===== src/rtl/tetris_game_sequencer.sv =====
// rtl/tetris_game_sequencer.sv - game controller sequencing the move_piece datapath
// Holds the locked board and active piece, issues move requests, clears rows, spawns pieces.
module tetris_game_sequencer #(
  parameter logic [15:0] GRAV_DIV     = 16'd50000,
  parameter logic [4:0]  SPAWN_LOC    = 5'd29,
  parameter logic [3:0]  LFSR_SEED    = 4'b1001,
  parameter logic [7:0]  DONE_TIMEOUT = 8'd16
) (
  input  logic        clka,
  input  logic        rst_n,
  input  logic        start_game,
  input  logic        btn_left,
  input  logic        btn_right,
  input  logic        btn_rotate,
  output logic        mp_start,
  output logic        mp_left,
  output logic        mp_right,
  output logic        mp_rotate,
  output logic [31:0] mp_board,
  output logic [1:0]  mp_piece_type,
  output logic [4:0]  mp_location,
  output logic [1:0]  mp_rotation,
  input  logic        mp_done,
  input  logic        mp_touched,
  input  logic [4:0]  mp_new_location,
  input  logic [1:0]  mp_new_rotation,
  input  logic [31:0] mp_new_board,
  output logic [31:0] board_out,
  output logic [7:0]  score,
  output logic        game_over
);

  typedef enum logic [2:0] {
    S_IDLE,
    S_SPAWN,
    S_PLAY,
    S_WAIT,
    S_CLEAR,
    S_OVER
  } state_t;

  state_t      state;
  state_t      state_nx;

  logic [31:0] board;
  logic [3:0]  lfsr;
  logic [15:0] grav_cnt;
  logic        grav_pend;
  logic        pend_left;
  logic        pend_right;
  logic        pend_rot;
  logic        btn_left_q;
  logic        btn_right_q;
  logic        btn_rotate_q;
  logic [7:0]  wait_cnt;
  logic [2:0]  row_idx;

  logic        rise_left;
  logic        rise_right;
  logic        rise_rot;
  logic        req_any;
  logic        issue;
  logic        sel_rot;
  logic        sel_left;
  logic        sel_right;
  logic        sel_grav;
  logic        grav_tick;
  logic        wait_expired;
  logic        row_full;
  logic [31:0] board_shifted;

  assign rise_left  = btn_left & ~btn_left_q;
  assign rise_right = btn_right & ~btn_right_q;
  assign rise_rot   = btn_rotate & ~btn_rotate_q;

  assign req_any   = pend_rot | pend_left | pend_right | grav_pend;
  assign issue     = (state == S_PLAY) && req_any;
  assign sel_rot   = pend_rot;
  assign sel_left  = ~pend_rot & pend_left;
  assign sel_right = ~pend_rot & ~pend_left & pend_right;
  assign sel_grav  = ~pend_rot & ~pend_left & ~pend_right & grav_pend;

  assign grav_tick    = (state == S_PLAY) && (grav_cnt == GRAV_DIV - 16'd1);
  assign wait_expired = (wait_cnt == DONE_TIMEOUT - 8'd1);
  assign row_full     = (board[{row_idx, 2'b00} +: 4] == 4'hF);

  assign mp_board  = board;
  assign board_out = board;
  assign game_over = (state == S_OVER);

  // Drop row row_idx: everything above it moves down one row, top row refills with zeros.
  always_comb begin
    board_shifted = board;
    for (int r = 0; r < 8; r++) begin
      if (3'(r) >= row_idx) begin
        if (r == 7) begin
          board_shifted[4*r +: 4] = 4'h0;
        end else begin
          board_shifted[4*r +: 4] = board[4*(r+1) +: 4];
        end
      end
    end
  end

  always_comb begin
    state_nx = state;
    case (state)
      S_IDLE:  if (start_game) state_nx = S_SPAWN;
      S_SPAWN: state_nx = (board[31:28] != 4'h0) ? S_OVER : S_PLAY;
      S_PLAY:  if (req_any) state_nx = S_WAIT;
      S_WAIT: begin
        if (mp_done) begin
          state_nx = mp_touched ? S_CLEAR : S_PLAY;
        end else if (wait_expired) begin
          state_nx = S_PLAY;
        end
      end
      S_CLEAR: if (!row_full && row_idx == 3'd7) state_nx = S_SPAWN;
      S_OVER:  if (start_game) state_nx = S_SPAWN;
      default: state_nx = S_IDLE;
    endcase
  end

  always_ff @(posedge clka or negedge rst_n) begin
    if (!rst_n) begin
      state <= S_IDLE;
    end else begin
      state <= state_nx;
    end
  end

  always_ff @(posedge clka or negedge rst_n) begin
    if (!rst_n) begin
      board         <= 32'h0;
      score         <= 8'h0;
      lfsr          <= LFSR_SEED;
      grav_cnt      <= 16'h0;
      grav_pend     <= 1'b0;
      pend_left     <= 1'b0;
      pend_right    <= 1'b0;
      pend_rot      <= 1'b0;
      btn_left_q    <= 1'b0;
      btn_right_q   <= 1'b0;
      btn_rotate_q  <= 1'b0;
      mp_start      <= 1'b0;
      mp_left       <= 1'b0;
      mp_right      <= 1'b0;
      mp_rotate     <= 1'b0;
      mp_piece_type <= 2'b00;
      mp_location   <= 5'd0;
      mp_rotation   <= 2'd0;
      wait_cnt      <= 8'h0;
      row_idx       <= 3'd0;
    end else begin
      lfsr         <= {lfsr[2:0], lfsr[3] ^ lfsr[2]};
      btn_left_q   <= btn_left;
      btn_right_q  <= btn_right;
      btn_rotate_q <= btn_rotate;

      // A new edge wins over the clear so a press landing on its own issue cycle survives.
      if (state == S_SPAWN)       pend_rot <= 1'b0;
      else if (rise_rot)          pend_rot <= 1'b1;
      else if (issue && sel_rot)  pend_rot <= 1'b0;

      if (state == S_SPAWN)       pend_left <= 1'b0;
      else if (rise_left)         pend_left <= 1'b1;
      else if (issue && sel_left) pend_left <= 1'b0;

      if (state == S_SPAWN)        pend_right <= 1'b0;
      else if (rise_right)         pend_right <= 1'b1;
      else if (issue && sel_right) pend_right <= 1'b0;

      if (grav_tick) begin
        grav_cnt  <= 16'h0;
        grav_pend <= 1'b1;
      end else begin
        if (state == S_PLAY) grav_cnt <= grav_cnt + 16'd1;
        if (issue && sel_grav) grav_pend <= 1'b0;
      end

      mp_start <= issue;
      if (issue) begin
        mp_rotate <= sel_rot;
        mp_left   <= sel_left;
        mp_right  <= sel_right;
        wait_cnt  <= 8'h0;
      end else if (state == S_WAIT) begin
        wait_cnt <= wait_cnt + 8'd1;
        if (mp_done || wait_expired) begin
          mp_rotate <= 1'b0;
          mp_left   <= 1'b0;
          mp_right  <= 1'b0;
        end
      end

      case (state)
        S_IDLE, S_OVER: begin
          if (start_game) begin
            board <= 32'h0;
            score <= 8'h0;
          end
        end
        S_SPAWN: begin
          mp_location   <= SPAWN_LOC;
          mp_rotation   <= 2'd0;
          mp_piece_type <= lfsr[1:0];
        end
        S_WAIT: begin
          if (mp_done) begin
            mp_location <= mp_new_location;
            mp_rotation <= mp_new_rotation;
            if (mp_touched) begin
              board   <= mp_new_board;
              row_idx <= 3'd0;
            end
          end
        end
        S_CLEAR: begin
          if (row_full) begin
            board <= board_shifted;
            if (score != 8'hFF) score <= score + 8'd1;
          end else if (row_idx != 3'd7) begin
            row_idx <= row_idx + 3'd1;
          end
        end
        default: ;
      endcase
    end
  end

endmodule


===== config.mk =====
export PLATFORM = sky130hd
export DESIGN_NAME = tetris_game_sequencer
export DESIGN_NICKNAME = d
export VERILOG_FILES = /design/src/rtl/tetris_game_sequencer.sv
export SDC_FILE = /design/constraint.sdc
export NUM_CORES = 1
export LEC_CHECK = 0
export CAP_MARGIN = 20
export CELL_PAD_IN_SITES_DETAIL_PLACEMENT = 0
export CELL_PAD_IN_SITES_GLOBAL_PLACEMENT = 1
export CORE_MARGIN = 8
export CORE_UTILIZATION = 40
export DETAILED_ROUTE_END_ITERATION = 12
export HOLD_SLACK_MARGIN = 0.1
export PLACE_DENSITY = 0.9
export SETUP_SLACK_MARGIN = 0.02
export SLEW_MARGIN = 25
export SYNTH_ARGS = -nofsm -noshare
export SYNTH_HDL_FRONTEND = slang
export SYNTH_SLANG_ARGS = --single-unit

===== constraint.sdc =====
create_clock -name clka -period 4.37 [get_ports clka]
set_clock_uncertainty 0.05 [all_clocks]
set_input_delay 0.874 -clock clka [delete_from_list [all_inputs] [get_ports clka]]
set_output_delay 0.874 -clock clka [all_outputs]
set_load 0.01 [all_outputs]

* Word-level counts from Yosys, hierarchy flattened
Index checks and enable logic that the tools add are counted.
** Word-level totals
- Register bits :: 94
- Bits in latches :: 0
- RAM bits :: 0
- Memory bits (read-only) :: 0
- Input bits :: 47
- Output and inout port bits :: 86
- Word-level logic and storage cells :: 178
- Memories kept :: 0
** Cells by class
- Add/sub/neg operators :: 4
- $mul :: 0
- Divide/modulo/power cells :: 0
- Order comparisons :: 8
- Equality and inequality tests :: 29
- Shift operators :: 1
- Muxes and demuxes :: 54
- Bitwise gates (word level) :: 18
- Reductions and logical operators :: 36
** Operator list (number)
- 32-bit two-way mux :: 4
- 32-bit one-hot mux with 3 select lines :: 1
- 6-bit AND reduction :: 8
- 8-bit two-way mux :: 5
- 3-bit two-way mux :: 11
- 16-bit two-way mux :: 2
- 4-bit two-way mux :: 8
- 2-bit != test (second input constant) :: 16
- 32-bit by 6-bit variable part select with 4-bit output :: 1
- 16-bit by 1-bit adder with 16-bit output (second input constant) :: 1
- 8-bit by 1-bit adder with 8-bit output (second input constant) :: 2
- 16-bit equality test (second input constant) :: 1
- 1-bit two-way mux :: 16
- 8-bit one-hot mux with 2 select lines :: 1
- 3-bit one-hot mux with 5 select lines :: 1
- 2-bit nonzero test :: 7
- 3-bit greater-or-equal comparator (first input constant) :: 4
- 3-bit nonzero test :: 4
- 5-bit one-hot mux with 2 select lines :: 1
- 3-bit equality test (second input constant) :: 3
- 1-bit AND :: 8
- 8-bit by 4-bit equality test with 1-bit output (second input constant) :: 1
- 8-bit != test (second input constant) :: 1
- 4-bit AND reduction :: 2
- 23 further kinds :: 41

* Longest topological paths before layout
Gate-level depths: netlist (run 1).
- Depth in word-level cells :: 8
- Mapped depth :: 9

* Worst setup path before layout (run 1)
No wires, ideal clock.
- Path kind :: flip-flop to flip-flop
- Start point :: register row_idx[2]
- End point :: register score[7]
- Setup time :: 0.129 ns
- Arrival time :: 2.292 ns
- Required time :: 4.191 ns
- Path slack :: 1.899 ns
- Stages on the path, launching flop included :: 10
- Clock period less this slack :: 2.471 ns
- Cell sequence :: dfrtp_1 > and2_1 > buf_2 > a2111oi_4 > a2bb2o_4 > or3_1 > buf_4 > buf_2 > o311ai_1 > nand2_1
** On the way
- Cells in the longest elaborated chain, start to end :: 4
** RTL lines
- start: declaration :: RTL line 56 : logic [2:0] row_idx;
- start signal: assignment :: RTL line 223 : row_idx <= row_idx + 3'd1;
- 32-bit by 6-bit variable part select with 4-bit output :: RTL line 85 : assign row_full = (board[{row_idx, 2'b00} +: 4] == 4'hF);
- 4-bit equality test :: RTL line 85
- 2-bit != test (no line)
- 4-bit AND reduction (no line)
- end signal: assignment :: RTL line 221 : if (score != 8'hFF) score <= score + 8'd1;
- end: declaration :: RTL line 29 : output logic [7:0] score,
Every way passes these cells.
A chain may end at the register's enable or synchronous reset.

* Worst setup path in the final report (run 1)
- Start point :: register row_idx[0]
- End point :: register score[6]
The elaborated chain is that of the path after synthesis.

==> run summary, run 1 <==
Avg WL per Cell: 18.1 um
Register bit total from synthesis: 94
Vias/cell: 5.53
Hold_sp: lfsr[1]
FMAX: 325 MHz
# Post-CTS Setup Buffers: 0
Die height: 129 um
Mux share of post-synthesis cell area: 0.0351
Starting DRT DRC Count: 398
Syn. warnings: 0
Antenna violations before repair: 0
Worst r2r src: row_idx[0]
First-pass GRT wire length: 22700 um
Tightest Pin Transition: 1.02 ns
Area Overhead vs Synth: 30.0%
Netlist cell types: 54
DRT Pass-1 Iters: 6
Post-route cell area: 6620 um2
RSZ-0062 raised after global routing: no
Starting Density: 0.407
GPL Wtd Cong: 0.852
Die X: 129 um
CTS Sinks: 94
Hold path depth: 0
Xor/xnor share of the synthesized area: 0.0309
Seq/Total Area, Yosys: 0.462
Final #Nets: 675
Setup TNS: 0 ns
CTS tree: yes
Area leader, netlist: dfrtp_1
Post-synth EDFFs: 0
Share of layout cells above drive strength 1: 0.0719
Final min period: 3.07 ns
Total GRT Usage: 0.169
Seq. cell area: 2350 um2
Max H-tree Level: 3
Outcome: finished clean
Synth top area cells: dfrtp_1, buf_4, nand2_1
Compound-gate portion of the synthesized area: 0.163
Synth Net Count: 586
Cells after Synth: 532
Pin count of the biggest net entering global routing: 72
Reg clk slew, reported paths: 0.07 ns
Max cap viols: 0
Area of the multi-input gates: 2360 um2
Hold buffers post-CTS: 0
Syn_area_per_cell: 9.58 um2
Synth Cell Area: 5090 um2
Die area: 16600 um2
WS Path Type: reg -> reg
Area after DPL: 6310 um2
VDD IR-drop max: 0.248 mV
Crit path DAT: 3.30 ns
Via count: 4410
Worst r2r path cells: 5
DRC viols: 0
Gr ovfl total: 0
Root Driver: clkbuf_16
Antenna cells: 0
Simple-gate share of the synthesized area: 0.216
Final setup fails: 0
Pins Over Slew Limit: 0
Clk_lat worst skew: 0.35 ns
Total CTS buffers: 9
Hold Fails Final Rpt: 0
Detailed-route wire length: 14400 um
Top_reg_cell synth: dfrtp_1
Commonest non-fill, non-tap cells in the layout: clkdlybuf4s50_1, dfrtp_1, nand2_1
Row Count: 41
Worst Hold Slack: 0.333 ns
Area share of the largest cell type after synthesis: 0.452
PD cells: 667 nW/um2
FILL cells: 1185
Crit. End Element: flop
Min-Delay Path Class: reg -> reg
Ys async rst share: 1.00
Main combinational cell family by area after synthesis: simple AND/OR/NAND/NOR gates
Core footprint: 12500 um2
Worst setup path startpoint: row_idx[0]
Startpoint Class: flop
Lkg Pwr: 0.00276 uW
Port-buffer cells: 132
CTS max path bufs: 2
# IOs: 133
PostCTS Resize Cnt: 0
Slew HR: 0.317
CP required: 4.59 ns
Worst Path Max Fanout: 18
Vias in the first global route: 4399
Area share of fa/ha/maj cells after synthesis: 0.0172
Post-route clock period utilization: 0.703
DP Wirelength: 10500 um
Final ANT Viol Nets: 0
Leading cell type in the layout, fill and taps excluded: clkdlybuf4s50_1
==> stage by stage <==
| stage | utilization | worst slack, ns | power [uW] | instances |
|---|---|---|---|---|
| after detailed placement | 0.504 | 1.02 | 3610 | 782 |
| final | 0.529 | 1.30 | 4420 | 798 |
| after global routing | 0.529 | 1.17 | 4680 | 798 |
| after global placement | 0.504 | 1.11 | 3530 | 782 |
| after floorplan | - | 1.90 | 2750 | 532 |
| after CTS | 0.529 | 1.31 | 4440 | 798 |
==> path summary, 6_finish.rpt <==
kind | end | slack, ns
setup / recovery | score[6] | 1.30
hold / removal | lfsr[2] | 0.33
setup reg to reg | score[6] | 1.30
hold reg to reg | lfsr[2] | 0.33
max in group asynchronous | board_out[8] | 2.80
min in group asynchronous | grav_cnt[12] | 0.60
==> cells by family (layout without fill, tap and decap cells) <==
| logic type | count (synthesis) | after routing |
|---|---|---|
| and+or+nand+nor | 218 | 218 |
| AOI/OAI and AO/OA | 112 | 112 |
| DFF | 94 | 94 |
| buffers and inverters | 68 | 162 |
| xor gates and xnor gates | 18 | 18 |
| muxes | 15 | 15 |
| adders and majority gates | 7 | 7 |
==> where the power goes <==
part | switching [uW] | internal (uW)
clock network | 324 | 499
registers | 373 | 1130
logic | 1030 | 1070
total | 1730 | 2690
==> cell type report <==
cell class                 count  area share
multi-input combinational    370       0.356
sequential                    94       0.356
timing repair buffer         136       0.204
clock buffer                  11      0.0351
tap                          172      0.0325
clock inverter                 5      0.0113
inverter                      10     0.00567
==> registers in the layout, summed over array words and instances, names as in the netlist, 2 cells and up <==
register       flops
board_out         32
grav_cnt          16
lfsr               4
mp_location        5
mp_piece_type      2
mp_rotation        2
row_idx            3
score              8
state              3
wait_cnt           8
==> synthesized netlist by cell type (12+ instances only) <==
cell	number
a21oi_1	21
a22o_1	13
buf_4	34
clkbuf_1	21
dfrtp_1	92
nand2_1	56
nand3_1	21
nor2_1	49
nor3_1	24
o21ai_0	24
o32a_1	16
xor2_1	12
==> worst max-delay path: stages, from the launching register on <==
cell and delay (ns):
dfrtp_1 0.64, mux4_1 0.66, a2bb2o_4 0.27, or3_1 0.69
or4_1 0.58, nand3_1 0.09
==> per-layer routing <==
layer / up-vias / part of all wire / GRT usage
met3: 15 / 0.080 / 0.0381
met2: 150 / 0.48 / 0.280
met1: 2187 / 0.42 / 0.212
met4: 0 / 0.014 / 0.0629
li1: 2058 / - / -
met5: - / 0 / 0
(Power assumes the default switching activity.)
==> inputs of run 2 (changes only) <==
--- a/config.mk
+++ b/config.mk
@@ -9,10 +9,10 @@
 export CELL_PAD_IN_SITES_DETAIL_PLACEMENT = 0
 export CELL_PAD_IN_SITES_GLOBAL_PLACEMENT = 1
 export CORE_MARGIN = 8
-export CORE_UTILIZATION = 40
+export CORE_UTILIZATION = 33
 export DETAILED_ROUTE_END_ITERATION = 12
 export HOLD_SLACK_MARGIN = 0.1
-export PLACE_DENSITY = 0.9
+export PLACE_DENSITY = 0.8
 export SETUP_SLACK_MARGIN = 0.02
 export SLEW_MARGIN = 25
 export SYNTH_ARGS = -nofsm -noshare
==> constraint.sdc (replaced) <==
create_clock -name clka -period 2.8 [get_ports clka]
set_clock_uncertainty 0.05 [all_clocks]
set_input_delay 0.56 -clock clka [delete_from_list [all_inputs] [get_ports clka]]
set_output_delay 0.56 -clock clka [all_outputs]
set_load 0.01 [all_outputs]
==> run 2 against run 1 <==
Clock power grew 41%. Global-route usage shrank 1.8 points. Setup slack got worse by 1.1 ns. Core utilization down 7.9 points. Critical path depth increased by 3. Total power increased by 58%. Critical path type unchanged. Largest cell class unchanged.
==> run summary, run 2 (same netlist as run 1, synthesis figures left out) <==
Outcome: finished clean
Via count: 4418 (+0.18%)
DP Wirelength: 11200 um (+6.7%)
Worst r2r src: row_idx[0]
Most Frequent Cell on Critical Path: buf_4
Crit. End Element: flop
Vias in the first global route: 4368 (-0.70%)
Final setup margin: 0.230 ns (-1.07 ns)
CTS max path bufs: 2 (unchanged)
Core footprint: 15100 um2 (+21%)
Setup TNS: 0 ns (unchanged)
Critical R2R Capture: score[1]
Crit-path slowest cell: or3_4
Antenna violations before repair: 0 (unchanged)
Crit path DAT: 2.74 ns (-0.56 ns)
Worst r2r path cells: 8 (+3)
VDD IR-drop max: 0.407 mV (+64%)
Hold Fails Final Rpt: 0 (unchanged)
Final ANT Viol Nets: 0 (unchanged)
Reg clk slew, reported paths: 0.07 ns (about the same)
Max cap viols: 0 (unchanged)
Sum of buffers and inverters on the critical path: 2 (+2)
Leading cell type in the layout, fill and taps excluded: clkdlybuf4s50_1
Tightest Pin Transition: 0.715 ns (-0.303 ns)
CP required: 2.98 ns (-1.61 ns)
Vias/cell: 5.26 (-4.8%)
Slew HR: 0.519 (+0.202)
Antenna cells: 0 (unchanged)
DRT Pass-1 Iters: 4 (-2)
Total GRT Usage: 0.151 (-0.0183)
Row Count: 45 (+9.8%)
# Post-CTS Setup Buffers: 0 (unchanged)
PD cells: 1020 nW/um2 (+53%)
DRC viols: 0 (unchanged)
Max reg flops: 32 (unchanged)
Final #Nets: 701 (+3.9%)
Max H-tree Level: 3 (unchanged)
Min-Delay Path Class: reg -> reg
Port-buffer cells: 132 (unchanged)
Final min period: 2.57 ns (-0.503 ns)
Share of layout cells above drive strength 1: 0.109 (+0.0370)
Crit path depth: 8 (+3)
Post-route clock period utilization: 0.918 (+0.215)
Starting Density: 0.336 (-0.0706)
Startpoint Class: flop
CTS tree: yes
Max stage delay on crit path: 0.45 ns (-0.24 ns)
Die area: 19700 um2 (+18%)
Die height: 140 um (+8.8%)
Pin count of the biggest net entering global routing: 46 (-36%)
Die X: 140 um (+8.8%)
Area Overhead vs Synth: 33.8%
Gr ovfl total: 0 (unchanged)
First-pass GRT wire length: 23800 um (+4.8%)
Commonest non-fill, non-tap cells in the layout: clkdlybuf4s50_1, dfrtp_1, nand2_1
CTS Sinks: 94 (unchanged)
Avg WL per Cell: 17.6 um (-2.5%)
Pre-CTS setup slack: 0.122 ns (-0.902 ns)
Total CTS buffers: 9 (unchanged)
Lkg Pwr: 0.00287 uW (+4.0%)
FILL cells: 1415 (+19%)
Root Driver: clkbuf_16
FF-to-FF setup slack: 0.23 ns (-1.07 ns)
Worst Path Max Fanout: 13 (-5)
GPL Wtd Cong: 0.899 (+5.5%)
Starting DRT DRC Count: 325 (-18%)
Crit-path cells: buf_4 -> nand3_4 -> a2111oi_4 -> a2bb2o_4 -> or3_4 -> buf_4 -> a21o_1 -> a22o_1
Clk_lat worst skew: 0.35 ns (about the same)
FMAX: 389 MHz (+20%)
Final setup fails: 0 (unchanged)
WS Path Type: reg -> reg
Worst setup path startpoint: row_idx[0]
# IOs: 133 (unchanged)
Detailed-route wire length: 14800 um (+2.7%)
Critical Path Sink: score[1]
Pins Over Slew Limit: 0 (unchanged)
RSZ-0062 raised after global routing: no
Delay-heaviest family, CP: compound AO/OA/AOI/OAI gates
Hold_sp: lfsr[1]
run 2: timing repair:
item                       4_1_cts  5_1_grt
hold endpoints to repair        25        0
hold buffers                     1        0
setup endpoints to repair        0        3
gates resized for setup          0        1
run 2: layer usage:
metal  routed length [um]  track usage  vias to the layer above  part of all wire
met4                  263       0.0606                        0             0.018
li1                     -            -                     2119                 -
met5                    0            0                        -                 0
met3                 1230       0.0398                       18             0.083
met1                 6510        0.196                     2147              0.44
met2                 6780        0.235                      134              0.46
run 2: layout make-up:
cell class                      instances  area (um2)  area share
Inverter                               10        37.5     0.00551
Tap cell                              188         235      0.0345
Multi-Input combinational cell        370        2360       0.346
Clock buffer                           10         229      0.0336
Timing Repair Buffer                  162        1560       0.229
Clock inverter                          6        43.8     0.00642
Sequential cell                        94        2350       0.345
run 2: how the worst min path moves through the flow:
stage / cells past startpoint / slack (ns) / endpoint
5_1_grt: 0 / 0.35 / lfsr[2]
6_report: 0 / 0.34 / lfsr[2]
4_1_cts: 0 / 0.34 / lfsr[2]
3_3_place_gp: 0 / 0.31 / lfsr[2]
2_1_floorplan: 0 / 0.21 / board_out[0]
3_5_place_dp: 0 / 0.32 / lfsr[2]
run 2: stage by stage:
step / cell area [um2] / instances / hold slack [ns] / total power [uW] / util
4_1_cts: 6810 / 840 / 0.338 / 7030 / 0.450
5_1_grt: 6820 / 840 / 0.354 / 7440 / 0.450
6_report: 6820 / 840 / 0.338 / 6960 / 0.450
2_1_floorplan: 5090 / 532 / 0.214 / 4290 / -
3_5_place_dp: 6530 / 823 / 0.323 / 5850 / 0.431
3_3_place_gp: 6530 / 823 / 0.307 / 5770 / 0.431
run 2: worst register-to-register path, delay by kind of cell, from the launching register on:
family,cells,cell delay (ns)
compound gates,4,1.04
buf+inv,2,0.40
flops,1,0.43
simple gates,2,0.54
run 2: where the power goes:
part | internal, uW | switching, uW | leakage [uW]
clock | 608 | 550 | 0.000133
combinational | 1840 | 1710 | 0.00152
sequential | 1760 | 493 | 0.00121
